File: src/rtl/digit_scan_sequencer.sv
// rtl/digit_scan_sequencer.sv - four-digit scan sequencer feeding a 2-to-4 enable decoder
// Blanks before each digit; double-buffers digit data so new values land at frame boundaries.
module digit_scan_sequencer #(
    parameter int DWELL_CYCLES = 100000,
    parameter int BLANK_CYCLES = 1000,
    parameter int CNT_W        = 17
) (
    input  logic        clk,
    input  logic        rst,
    input  logic        run,
    input  logic [15:0] digits,
    input  logic        load,
    input  logic [3:0]  mask,
    output logic [1:0]  sel,
    output logic        sel_en,
    output logic [3:0]  nibble,
    output logic        frame_done,
    output logic        load_pend
);

    typedef enum logic [1:0] {
        IDLE  = 2'd0,
        BLANK = 2'd1,
        SHOW  = 2'd2
    } state_t;

    localparam logic [CNT_W-1:0] BLANK_LAST = CNT_W'(BLANK_CYCLES - 1);
    localparam logic [CNT_W-1:0] DWELL_LAST = CNT_W'(DWELL_CYCLES - 1);

    state_t            state_q, state_d;
    logic [1:0]        sel_q, sel_d;
    logic [CNT_W-1:0]  cnt_q, cnt_d;
    logic [15:0]       shadow_q, shadow_d;
    logic [15:0]       hold_q, hold_d;
    logic              load_pend_q, load_pend_d;
    logic              frame_done_q, frame_done_d;
    logic              boundary;

    always_ff @(posedge clk or posedge rst) begin
        if (rst) begin
            state_q      <= IDLE;
            sel_q        <= 2'd0;
            cnt_q        <= '0;
            shadow_q     <= 16'd0;
            hold_q       <= 16'd0;
            load_pend_q  <= 1'b0;
            frame_done_q <= 1'b0;
        end else begin
            state_q      <= state_d;
            sel_q        <= sel_d;
            cnt_q        <= cnt_d;
            shadow_q     <= shadow_d;
            hold_q       <= hold_d;
            load_pend_q  <= load_pend_d;
            frame_done_q <= frame_done_d;
        end
    end

    // Last SHOW cycle of digit 3 while still scanning: the only point shadow may change mid-scan.
    assign boundary = (state_q == SHOW) && (sel_q == 2'd3) && (cnt_q == DWELL_LAST) && run;

    always_comb begin
        state_d      = state_q;
        sel_d        = sel_q;
        cnt_d        = cnt_q;
        frame_done_d = 1'b0;

        case (state_q)
            IDLE: begin
                if (run) begin
                    state_d = BLANK;
                    sel_d   = 2'd0;
                    cnt_d   = '0;
                end
            end
            BLANK: begin
                if (!run) begin
                    state_d = IDLE;
                    sel_d   = 2'd0;
                    cnt_d   = '0;
                end else if (cnt_q == BLANK_LAST) begin
                    state_d = SHOW;
                    cnt_d   = '0;
                end else begin
                    cnt_d = cnt_q + CNT_W'(1);
                end
            end
            SHOW: begin
                if (!run) begin
                    state_d = IDLE;
                    sel_d   = 2'd0;
                    cnt_d   = '0;
                end else if (cnt_q == DWELL_LAST) begin
                    state_d      = BLANK;
                    cnt_d        = '0;
                    sel_d        = sel_q + 2'd1;
                    frame_done_d = (sel_q == 2'd3);
                end else begin
                    cnt_d = cnt_q + CNT_W'(1);
                end
            end
            default: begin
                state_d = IDLE;
                sel_d   = 2'd0;
                cnt_d   = '0;
            end
        endcase
    end

    always_comb begin
        shadow_d    = shadow_q;
        hold_d      = hold_q;
        load_pend_d = load_pend_q;

        if (state_q == IDLE) begin
            // Nothing is displayed, so a load goes straight to the shadow and supersedes any stale hold.
            if (load) begin
                shadow_d    = digits;
                load_pend_d = 1'b0;
            end
        end else if (boundary && (load || load_pend_q)) begin
            shadow_d    = load ? digits : hold_q;
            load_pend_d = 1'b0;
        end else if (load) begin
            hold_d      = digits;
            load_pend_d = 1'b1;
        end
    end

    assign sel        = sel_q;
    assign sel_en     = (state_q == SHOW) && mask[sel_q];
    assign nibble     = shadow_q[{sel_q, 2'b00} +: 4];
    assign frame_done = frame_done_q;
    assign load_pend  = load_pend_q;

endmodule

File: config.mk
export PLATFORM = sky130hd
export DESIGN_NAME = digit_scan_sequencer
export DESIGN_NICKNAME = d
export VERILOG_FILES = /design/src/rtl/digit_scan_sequencer.sv
export SDC_FILE = /design/constraint.sdc
export NUM_CORES = 1
export LEC_CHECK = 0
export CAP_MARGIN = 20
export CORE_MARGIN = 2
export CORE_UTILIZATION = 35
export DETAILED_ROUTE_END_ITERATION = 10
export MAX_ROUTING_LAYER = met4
export PLACE_DENSITY = 0.55
export SYNTH_ARGS = -nofsm -noshare
export SYNTH_HDL_FRONTEND = slang
export SYNTH_SLANG_ARGS = --single-unit
export TNS_END_PERCENT = 50
File: constraint.sdc
create_clock -name clk -period 3.2 [get_ports clk]
set_clock_uncertainty 0.2 [all_clocks]
set_input_delay 0.64 -clock clk [delete_from_list [all_inputs] [get_ports clk]]
set_output_delay 0.64 -clock clk [all_outputs]
set_load 0.05 [all_outputs]
---- Word level (Yosys, flattened, before mapping) ----
Index checks and enable logic that the tools add are counted.
cells by class
  add/subtract/negate cells ............... 2
  muxes and demuxes ....................... 30
  $lt $le $gt $ge ......................... 1
  equal/unequal tests ..................... 10
  bitwise logic cells ..................... 2
  reduce and logical (&&, ||, !) cells .... 14
  shift operators ......................... 1
operator list
  operator                 number
  $mux W17                 5
  $mux W16                 4
  $pmux W17 S3             1
  $mux W2                  9
  $add A17 B1 Y17 const B  1
  $eq A17 B10 Y1 const B   1
  $eq A17 B17 Y1 const B   1
  $shiftx A16 B5 Y4        1
  $pmux W2 S3              2
  $mux W1                  8
  $ne A2 B2 Y1 const B     3
  $reduce_and A2 Y1        3
  $reduce_and A3 Y1        2
  $logic_and A1 B1 Y1      5
  $eq A2 B2 Y1 const B     2
  $reduce_bool A2 Y1       2
  $lt A2 B3 Y1 const B     1
  $ne A3 B2 Y1 const B     1
  $ne A3 B3 Y1 const B     1
  $add A2 B1 Y2 const B    1
  $bmux W1 S2              1
  $eq A2 B1 Y1 const B     1
  $logic_not A2 Y1         1
  $not A1 Y1               2
  $logic_or A1 B1 Y1       1
storage, ports and cells
  bits in registers ....................... 55
  output and inout port bits .............. 9
  word-level logic and storage cells ...... 67
  input port bits ......................... 24

---- Longest topological paths before layout ----
  depth after elaboration ................. 7
  gate-level depth with buffers ........... 9
  gate-level depth less buffers ........... 7

---- Worst setup path before layout ----
Ideal clock, no wire load.
  kind .................................... reg2out
  start ................................... register sel_q[0], in the netlist sel[0]
  end ..................................... output sel_en
  path buffers ............................ 1
  data required time ...................... 2.360 ns
  path slack .............................. 0.516 ns
  stages on the path, launching flop included .. 4
  arrival time ............................ 1.844 ns
  cell sequence ........................... dfrtp_1 clkbuf_1 mux4_2 and2_1
between the ends
  word-level cells in the longest chain between the ends .. 3
RTL lines
  what                           RTL line  text
  start, declared                31        logic [1:0] sel_q, sel_d;
  start signal, assigned         50        sel_q <= sel_d;
  $bmux W1 S2                    131       assign sel_en = (state_q == SHOW) && mask[sel_q];
  $mux W1 (implied by the code)  131
  $logic_and A1 B1 Y1            131
  end, declared                  15        output logic sel_en,
No other way between the ends. The select of a mux whose other input is x is not followed.

---- Worst setup path after layout ----
  start ................................... register sel_q[0], in the netlist sel[0]
  end ..................................... output nibble[2]
between the ends
  word-level cells in the longest chain between the ends .. 1
RTL lines
  what               RTL line  text
  $shiftx A16 B5 Y4  132       assign nibble = shadow_q[{sel_q, 2'b00} +: 4];
  end, declared      16        output logic [3:0] nibble,
No other way between the ends.

==> results.cfg <==
[status]
status = completed

[yosys]
synth_ff_type = dfrtp_1
synth_area_leaders = dfrtp_1 (47%), mux2_2 (16%), mux2_4 (5.1%)
synth_compound_area_frac = 0.0879
syn-num-nets = 268
yosys_warnings = 0
synthesis.instances = 238
ys_types = 40
synth_edf_count = 0
synthArstFlopShare = 1.00
yosys.area_share.xor_xnor = 0.00594
synth_top_family_by_area = multiplexers
yosys.area_share.adder = 0.0255
synth-simple-area-share = 0.122
seq_area_frac_synth = 0.467
avgSynthCellArea_sq_um = 12.4
synth_top_area_share = 0.467
syn_area_sq_um = 2950
yosys.area.top_type = dfrtp_1
synth.mux.area_fraction = 0.253
ys_ff_latch = 55

[floorplanning]
core_sq_um = 8180
die-area_sq_um = 9170
num_rows = 33
num_io_pins = 33
start_util = 0.361
fp.dieH_um = 95.8
die_x_um = 95.8

[routing]
drtIter0Drc = 68
drt-total-wl_um = 5860
wl_per_cell_um = 15.6
antenna_left = 0
avgViaCountPerCell = 5.28
dr.pass1.iters = 4
post-route-drc-count = 0
via_count = 1980

[sta]
final.min_clock_period_ps = 3070
max-slew-margin-rel = 0.662
hold_viol_final = 0
worst_slew_pin_slew_ps = 505
fmax_mhz = 326
fin_crit_sh = 0.959
rsz0062_at_grt = false
tns_ps = 0
drv_slew = 0
setup_slack_ps = 133
finalSetupViolations = 0

[global_routing]
antenna_found_initial = 0
grt_pass1_vias = 1984
grt_pass1_wl_um = 9980
gr-usage-all-layers = 0.145
grt_max_degree = 37
overflow = 0

[min_path]
hold_start = hold_q[11]$_DFFE_PP0P_
hold_depth = 1
hold_path_end = hold_q[11]$_DFFE_PP0P_
hp-class = reg2reg

[setup_path]
cp_slowest_cell = clkdlybuf4s50_1
crit-reg2reg-launch = cnt_q[0]$_DFFE_PP0P_
crit_buf_inv = 1
path_delay_family = buffers and inverters
r2r_slack_ps = 580
cp_data_arrival_time_ps = 2230
end_kind = primary output
start_kind = flop
timing.rr.end = shadow_q[11]$_DFFE_PP0P_
crit_fanout = 9
required_ps = 2360
crit_chain = mux4_2 > clkdlybuf4s50_1
critPathKind = reg2out
cp_slowest_stage_delay_ps = 710
ff2ff_path_depth = 7

[final_layout]
drive_gt1_frac = 0.300
final_nets = 299
diodes = 0
final_core_util = 0.422
syn_to_final_growth_pct = 17.0
final.fill_count = 780

[power_and_ir_drop]
power_leakage_nw = 1.47
internal-power_mw = 1.73
comb_power_share = 0.449
power_switching_mw = 0.951
sw_frac_of_total = 0.354
ir_drop_mv = 0.210
powerDensity_nw_per_um2 = 779
power.share.clock = 0.149
p_seq_frac = 0.402

[placed_design]
hpwl_um = 3960
port_buffers = 32
preCtsSetupSlack_ps = 463
place.gp.congestion = 0.725

[cts]
clock_sinks = 55
cts.htree.levels = 2
clockRootBuffer = clkbuf_8
cts_resized = 0
numCtsBuffers = 5
clock_path_buffers = 2
cts_post_setup_buffers_inserted = 0
clk-insertion-delay-late_ps = 310
clkTransAtPathRegs_ps = 100
cts_tree = done
holdBufCountCts = 0

[job]
cap_violations = 0
==> per-layer routing <==
metal | wire [um] | track usage | vias to the layer above
li1 | - | - | 952
met1 | 2770 | 0.192 | 983
met2 | 2780 | 0.229 | 40
met3 | 253 | 0.0274 | 5
met4 | 58 | 0.0393 | 0
met5 | 0 | - | -
==> power by group through the flow <==
| stage | Sequential [mW] | Clock (mW) | Combinational, mW |
|---|---|---|---|
| 4_1_cts | 1.08 | 0.415 | 1.22 |
| 6_report | 1.08 | 0.399 | 1.21 |
| 3_3_place_gp | 1.09 | 0 | 1.21 |
| 5_1_grt | 1.12 | 0.444 | 1.31 |
| 3_5_place_dp | 1.10 | 0 | 1.22 |
| 2_1_floorplan | 1.07 | 0 | 0.975 |
==> cell type report <==
| class | instances | area [sq um] | area share |
|---|---|---|---|
| clock buffer | 6 | 72.6 | 0.0210 |
| clock inverter | 2 | 16.3 | 0.00472 |
| inverter | 5 | 18.8 | 0.00544 |
| multi-input combinational | 164 | 1460 | 0.423 |
| sequential | 55 | 1380 | 0.399 |
| tap | 105 | 131 | 0.0381 |
| timing repair buffer | 38 | 375 | 0.109 |
==> synthesized netlist by cell type (2+ instances only) <==
master    instances
a21oi_1           7
a22o_1            5
a31oi_1          10
a41oi_1           6
and2_1            4
and3_1            5
and3_2            2
and4_1            3
buf_2             3
buf_6             3
clkbuf_1          6
dfrtp_1          55
ha_1              6
inv_1             5
mux2_2           43
mux2_4           10
mux4_2            5
nand2_1          16
nand2b_1          2
nand3_1          10
nand4_1           3
nor2_1            8
o21ai_0           4
==> logic make-up after synthesis <==
family,after synthesis
flops,55
xor+xnor,2
mux,58
fa+ha+maj,6
buf+inv,19
simple gates,61
compound gates,37
==> metrics by stage <==
step	hold WS, ps	cells	area (sq um)	total power, mW
after floorplan	260	238	2950	2.05
after global placement	281	367	3360	2.30
after detailed placement	288	367	3360	2.32
after CTS	310	375	3450	2.72
after global routing	332	375	3450	2.88
final	309	375	3450	2.69
==> how the worst max path moves through the flow <==
stage                             startpoint                  endpoint  slack [ps]  cells past startpoint
after floorplan           sel[0]$_DFFE_PP0P_                    sel_en         520                      3
after global placement                   run  shadow_q[13]$_DFFE_PP0P_         480                      6
after detailed placement  sel[0]$_DFFE_PP0P_                 nibble[2]         460                      2
after CTS                 sel[0]$_DFFE_PP0P_                 nibble[2]         100                      2
after global routing      sel[0]$_DFFE_PP0P_                 nibble[2]          10                      2
final                     sel[0]$_DFFE_PP0P_                 nibble[2]         130                      2
==> state kept, by name, summed over array words and instances (netlist names) <==
register,cells
cnt_q,17
frame_done,1
hold_q,16
load_pend,1
sel,2
shadow_q,16
state_q,2
==> cells in the final DEF, fill, tap and decap left out, types with 2 or more instances in the layout <==
cell type / netlist / final
and4_1: 3 / 3
nor2_1: 8 / 8
mux4_2: 5 / 5
a21oi_1: 7 / 7
ha_1: 6 / 6
o21ai_0: 4 / 4
buf_4: 0 / 6
dfrtp_1: 55 / 55
and2_1: 4 / 4
nand2b_1: 2 / 2
inv_1: 5 / 4
nand3_1: 10 / 10
nand4_1: 3 / 3
mux2_2: 43 / 43
mux2_4: 10 / 10
nand2_1: 16 / 16
a31oi_1: 10 / 10
and3_1: 5 / 5
clkbuf_8: 0 / 5
and3_2: 2 / 2
clkdlybuf4s50_1: 0 / 31
a22o_1: 5 / 5
a41oi_1: 6 / 6
Note: power is estimated with default switching activity, not from simulation.
